**src/rtl/alu_pipe.sv**
```systemverilog
// alu_pipe: fully pipelined CGRA PE ALU with stall freeze, signed or
// unsigned compare/shift modes, logic ops and an illegal-opcode flag.
//
// Ports:
//   Clk, Reset      clock, synchronous active-high reset
//   Stall           freeze every stage (outputs too); inputs ignored
//   In_Valid        operation present on Opcode / ALU_In0..2
//   Opcode          4-bit operation select
//   ALU_In0..2      DWIDTH-bit operands
//   Out_Valid       one pulse per accepted op, PIPE cycles later
//   ALU_Out         result (holds between valid results)
//   Illegal         reserved opcode flag, qualified by Out_Valid
//
// Register chain: stage 1 (operands), stages 2..PIPE (result),
// then the output register, so an op accepted at edge N is
// visible after edge N+PIPE.

module alu_pipe #(
  parameter int          DWIDTH = 32,
  parameter int          PIPE   = 3,
  parameter int unsigned SIGNED = 1
) (
  input  logic              Clk,
  input  logic              Reset,
  input  logic              Stall,
  input  logic              In_Valid,
  input  logic [3:0]        Opcode,
  input  logic [DWIDTH-1:0] ALU_In0,
  input  logic [DWIDTH-1:0] ALU_In1,
  input  logic [DWIDTH-1:0] ALU_In2,
  output logic              Out_Valid,
  output logic [DWIDTH-1:0] ALU_Out,
  output logic              Illegal
);

  localparam int SW   = $clog2(DWIDTH);
  localparam int NMID = PIPE - 1;

  localparam logic [3:0] OP_IDLE   = 4'b0000;
  localparam logic [3:0] OP_MULADD = 4'b0001;
  localparam logic [3:0] OP_MULSUB = 4'b0010;
  localparam logic [3:0] OP_ADDADD = 4'b0011;
  localparam logic [3:0] OP_ADDSUB = 4'b0100;
  localparam logic [3:0] OP_SUBSUB = 4'b0101;
  localparam logic [3:0] OP_PHI    = 4'b0110;
  localparam logic [3:0] OP_GT     = 4'b0111;
  localparam logic [3:0] OP_LET    = 4'b1000;
  localparam logic [3:0] OP_SHL    = 4'b1001;
  localparam logic [3:0] OP_SHR    = 4'b1010;
  localparam logic [3:0] OP_AND    = 4'b1011;
  localparam logic [3:0] OP_OR     = 4'b1100;
  localparam logic [3:0] OP_XOR    = 4'b1101;

  // ---------------- stage 1: operand capture ----------------
  logic              s1_v_q;
  logic              s1_v_d;
  logic [3:0]        s1_op_q;
  logic [DWIDTH-1:0] s1_a_q;
  logic [DWIDTH-1:0] s1_b_q;
  logic [DWIDTH-1:0] s1_c_q;

  // IDLE is a bubble even when flagged valid.
  assign s1_v_d = In_Valid && (Opcode != OP_IDLE);

  always_ff @(posedge Clk) begin
    if (Reset) begin
      s1_v_q <= 1'b0;
    end else if (!Stall) begin
      s1_v_q  <= s1_v_d;
      s1_op_q <= Opcode;
      s1_a_q  <= ALU_In0;
      s1_b_q  <= ALU_In1;
      s1_c_q  <= ALU_In2;
    end
  end

  // ---------------- execute (feeds stage 2) ----------------
  logic [SW-1:0]     sh;
  logic [DWIDTH-1:0] prod;
  logic [DWIDTH-1:0] shr;
  logic              gt;
  logic [DWIDTH-1:0] ex_res_d;
  logic              ex_ill_d;

  assign sh   = s1_b_q[SW-1:0];
  assign prod = s1_a_q * s1_b_q;

  always_comb begin
    gt  = 1'b0;
    shr = '0;
    if (SIGNED != 0) begin
      gt  = $signed(s1_a_q) > $signed(s1_b_q);
      shr = $unsigned($signed(s1_a_q) >>> sh);
    end else begin
      gt  = s1_a_q > s1_b_q;
      shr = s1_a_q >> sh;
    end
  end

  always_comb begin
    ex_res_d = '0;
    ex_ill_d = 1'b0;
    case (s1_op_q)
      OP_MULADD: ex_res_d = prod + s1_c_q;
      OP_MULSUB: ex_res_d = prod - s1_c_q;
      OP_ADDADD: ex_res_d = s1_a_q + s1_b_q + s1_c_q;
      OP_ADDSUB: ex_res_d = s1_a_q + s1_b_q - s1_c_q;
      OP_SUBSUB: ex_res_d = s1_a_q - s1_b_q - s1_c_q;
      OP_PHI: begin
        ex_res_d = (s1_a_q != '0) ? s1_b_q : s1_c_q;
      end
      OP_GT:  ex_res_d = {{(DWIDTH-1){1'b0}}, gt};
      OP_LET: ex_res_d = {{(DWIDTH-1){1'b0}}, !gt};
      OP_SHL: ex_res_d = s1_a_q << sh;
      OP_SHR: ex_res_d = shr;
      OP_AND: ex_res_d = s1_a_q & s1_b_q;
      OP_OR:  ex_res_d = s1_a_q | s1_b_q;
      OP_XOR: ex_res_d = s1_a_q ^ s1_b_q;
      OP_IDLE: ex_res_d = '0;
      default: ex_ill_d = 1'b1;
    endcase
  end

  // ---------------- stages 2..PIPE: result delay ----------------
  logic [NMID-1:0]   mid_v_q;
  logic [NMID-1:0]   mid_ill_q;
  logic [DWIDTH-1:0] mid_res_q [NMID];

  always_ff @(posedge Clk) begin
    if (Reset) begin
      mid_v_q <= '0;
    end else if (!Stall) begin
      mid_v_q[0]   <= s1_v_q;
      mid_ill_q[0] <= ex_ill_d;
      mid_res_q[0] <= ex_res_d;
      for (int i = 1; i < NMID; i++) begin
        mid_v_q[i]   <= mid_v_q[i-1];
        mid_ill_q[i] <= mid_ill_q[i-1];
        mid_res_q[i] <= mid_res_q[i-1];
      end
    end
  end

  // ---------------- output register ----------------
  logic              out_v_q;
  logic              out_ill_q;
  logic [DWIDTH-1:0] out_res_q;

  // Data and Illegal only load on a valid result so they hold
  // across bubbles; the valid bit itself pulses.
  always_ff @(posedge Clk) begin
    if (Reset) begin
      out_v_q   <= 1'b0;
      out_ill_q <= 1'b0;
      out_res_q <= '0;
    end else if (!Stall) begin
      out_v_q <= mid_v_q[NMID-1];
      if (mid_v_q[NMID-1]) begin
        out_ill_q <= mid_ill_q[NMID-1];
        out_res_q <= mid_res_q[NMID-1];
      end
    end
  end

  assign Out_Valid = out_v_q;
  assign ALU_Out   = out_res_q;
  assign Illegal   = out_ill_q;

endmodule

```
**config.mk**
```make
export PLATFORM = sky130hd
export DESIGN_NAME = alu_pipe
export DESIGN_NICKNAME = d
export VERILOG_FILES = /design/src/rtl/alu_pipe.sv
export SDC_FILE = /design/constraint.sdc
export NUM_CORES = 2
export LEC_CHECK = 0
export ABC_CLOCK_PERIOD_IN_PS = 11800
export BUFFER_PORTS_ARGS = -buffer_cell sky130_fd_sc_hd__buf_4
export CAP_MARGIN = 20
export CORE_ASPECT_RATIO = 1.5
export CORE_MARGIN = 2
export CORE_UTILIZATION = 40
export DETAILED_ROUTE_END_ITERATION = 12
export GPL_ROUTABILITY_DRIVEN = 0
export SYNTH_ARGS = -nofsm -noshare
export SYNTH_HDL_FRONTEND = slang
export SYNTH_SLANG_ARGS = --single-unit
export TNS_END_PERCENT = 1
```
**constraint.sdc**
```tcl
create_clock -name Clk -period 11.8 [get_ports Clk]
set_input_delay 0 -clock Clk [delete_from_list [all_inputs] [get_ports Clk]]
set_output_delay 0 -clock Clk [all_outputs]
set_load 0.01 [all_outputs]
```
==> run summary <==
Syn nets: 4,892
Seq cells post-synth: 203
Die Wd: 245 um
Compound-Gate Fraction of Synth Area: 14.0%
Commonest non-fill, non-tap cell in the layout: inv_1
Netlist cell types: 84
Simple-gate share of the synthesized area: 14.2%
RSZ-0062 raised after global routing: false
H-Tree Depth: 1
Vias/cell: 5.87
Total Routing Usage GR: 30.7%
Arrival time at the worst endpoint: 10,300 ps
Mapped Area: 35,000 sq um
Slowest stage delay, CP: 880 ps
Synth Area in Adders: 36.6%
Grt ovf: 0
Largest net degree at the start of global routing: 93
Nets: 5,035
Critical path class: flop to flop
Iter 0 DRT Violations: 2,720
Die area: 89,900 sq um
Seq/Total Area, Yosys: 16.4%
Synthesized area per cell: 8.68 sq um
Core ar.: 86,500 sq um
Multiplexer area fraction after synthesis: 4.31%
Post-cts resize count: 0
Number of global-route vias before repair: 32,075
Top Ports: 138
Post-synthesis xor/xnor area fraction: 6.40%
Status: completed
Slew @ Worst Pin: 1280 ps
Wirelength per Cell: 26.2 um
Antenna viol nets, final: 0
Pins over their slew limit: 0
Die height: 366 um
Number of CTS-inserted buffers: 23
Worst Hold Class: primary input to flop
Synth warn: 0
CP Capture Type: flop
Area of the multi-input gates: 26,400 sq um
Initial core utilization: 40.4%
WP data required: 12,100 ps
Tmin final: 10,000 ps
Share of flip-flops with an asynchronous set or reset: 0%
Final Setup Violations: 0
DRT Wirelength: 139,000 um
Largest family of logic cells by synthesized area: adder cells
Fill cells: 8,495
Post-synthesis cell count: 4,030
CP most frequent cell: fa_1
Fraction of layout instances using a drive strength above 1: 7.95%
First-pass GRT wire length: 204,000 um
Max Cap Violations: 0
CTS Buffer Depth: 3
Most frequent cells in the layout: inv_1 (522), nor2_1 (491), fa_1 (442), nand2_1 (428), ha_1 (316)
Critical-path top delay cell: edfxtp_1
Root Driver: clkbuf_16
Most used flip-flop cell after synthesis: edfxtp_1
Clock transition at path regs: 60 ps
CTS tree: done
Clock sinks: 203
Tcrit/Tclk final: 84.8%
Final hold violation count: 0
First-pass iteration count of the detailed router: 6
Detailed Place HPWL: 106,000 um
Number of flops mapped to enable cells by yosys: 166
Area growth from synthesis to layout: 12.1%
Setup TNS: 0 ps
DRC Markers: 0
Max Clk Rate: 100 MHz
CP max FO: 13
I/O Buffers: 137
Vias: 31,293
Worst skew pair latency: 580 ps
Element type at the critical path start: flop
Row count: 132
Layout Skew: 35.0 ps
Slew margin rel.: 14.6%
Initial antenna violation count: 5
Seq. cell area: 5730 sq um
final timing paths:
check | slack [ps] | start | cells after the start | to
worst min register to register | 400 | mid_res_q[0][0] | 0 | mid_res_q[1][0]
worst max-delay path | 1800 | s1_b_q[6] | 32 | mid_res_q[0][29]
worst max register to register | 1800 | s1_b_q[6] | 32 | mid_res_q[0][29]
worst min-delay path | 130 | ALU_In0[12] | 2 | s1_a_q[12]
synthesized netlist by cell type, drive strengths merged (19+ instances only):
library cell,instances,area share (%)
nor2,493,5.3
a211oi,22,0.47
fa,442,25
nand3,34,0.49
nand2b,44,0.79
a21o,60,1.3
buf,34,0.37
xor2,52,1.3
dfxtp,37,2.1
o21ai,206,3.0
o21bai,29,0.62
nor4,20,0.36
o221ai,19,0.49
edfxtp,166,14
mux2i,101,2.9
ha,316,11
xnor2,201,5.0
nand2,428,4.6
o211ai,21,0.45
nor3,39,0.60
a221oi,42,1.1
or3,20,0.36
clkbuf,181,1.9
nor2b,27,0.48
a21oi,207,3.0
inv,527,5.7
o21a,26,0.56
sequential cells by signal, indices dropped and copies added (netlist names), 2 cells and up:
signal,count
s1_a_q,32
s1_c_q,32
ALU_Out,32
s1_op_q,4
mid_ill_q,2
mid_res_q,64
mid_v_q,2
s1_b_q,32
final cells by class:
class,instances,share of cell area (%)
multi-input cells,3071,67.4
flip-flops and latches,203,14.6
repair buffers,333,7.09
inverters,541,5.18
well taps,1139,3.63
clock buffers,31,1.76
clock inverters,11,0.309
diodes,1,0.00638
kinds of logic (layout without fill, tap and decap cells):
group / after synthesis / count (layout)
compound gates: 766 / 766
xor+xnor: 254 / 254
fa+ha+maj: 758 / 758
buf+inv: 756 / 916
flops: 203 / 203
mux: 127 / 127
other cells: 0 / 1
simple gates: 1166 / 1166
layer usage:
metal,wire length [um],track usage (%)
met2,65000,50.4
met3,12100,6.20
met4,13500,24.4
met1,48800,34.7
met5,39,0
worst max-delay path: cells and delay by family (launching register included):
kind / cells / cell delay, ps
AOI/OAI and AO/OA: 11 / 2430
adders and majority gates: 10 / 4490
and+or+nand+nor: 6 / 640
buffers and inverters: 4 / 980
DFF: 1 / 880
xor gates and xnor gates: 1 / 270
repair_timing:
item,4_1_cts,5_1_grt
buffers inserted,0,0
hold buffers,105,0
endpoints found under the hold margin,160,0
through the flow:
| step | worst slack [ps] | instance area [sq um] | cells | hold WS [ps] | utilization (%) |
|---|---|---|---|---|---|
| finish | 1800 | 39200 | 5330 | 131 | 45.3 |
| global route | 1410 | 39200 | 5329 | 126 | 45.3 |
| CTS | 1950 | 39200 | 5325 | 100 | 45.3 |
| detailed placement | 2000 | 37300 | 5178 | 179 | 43.1 |
| global placement | 2130 | 37300 | 5178 | 178 | 43.1 |
| floorplan | 2340 | 35000 | 4030 | 98.9 | - |
Power is left out: the tool's default activity adds up to more than one toggle a clock period on the data nets, which glitch-free logic cannot reach.
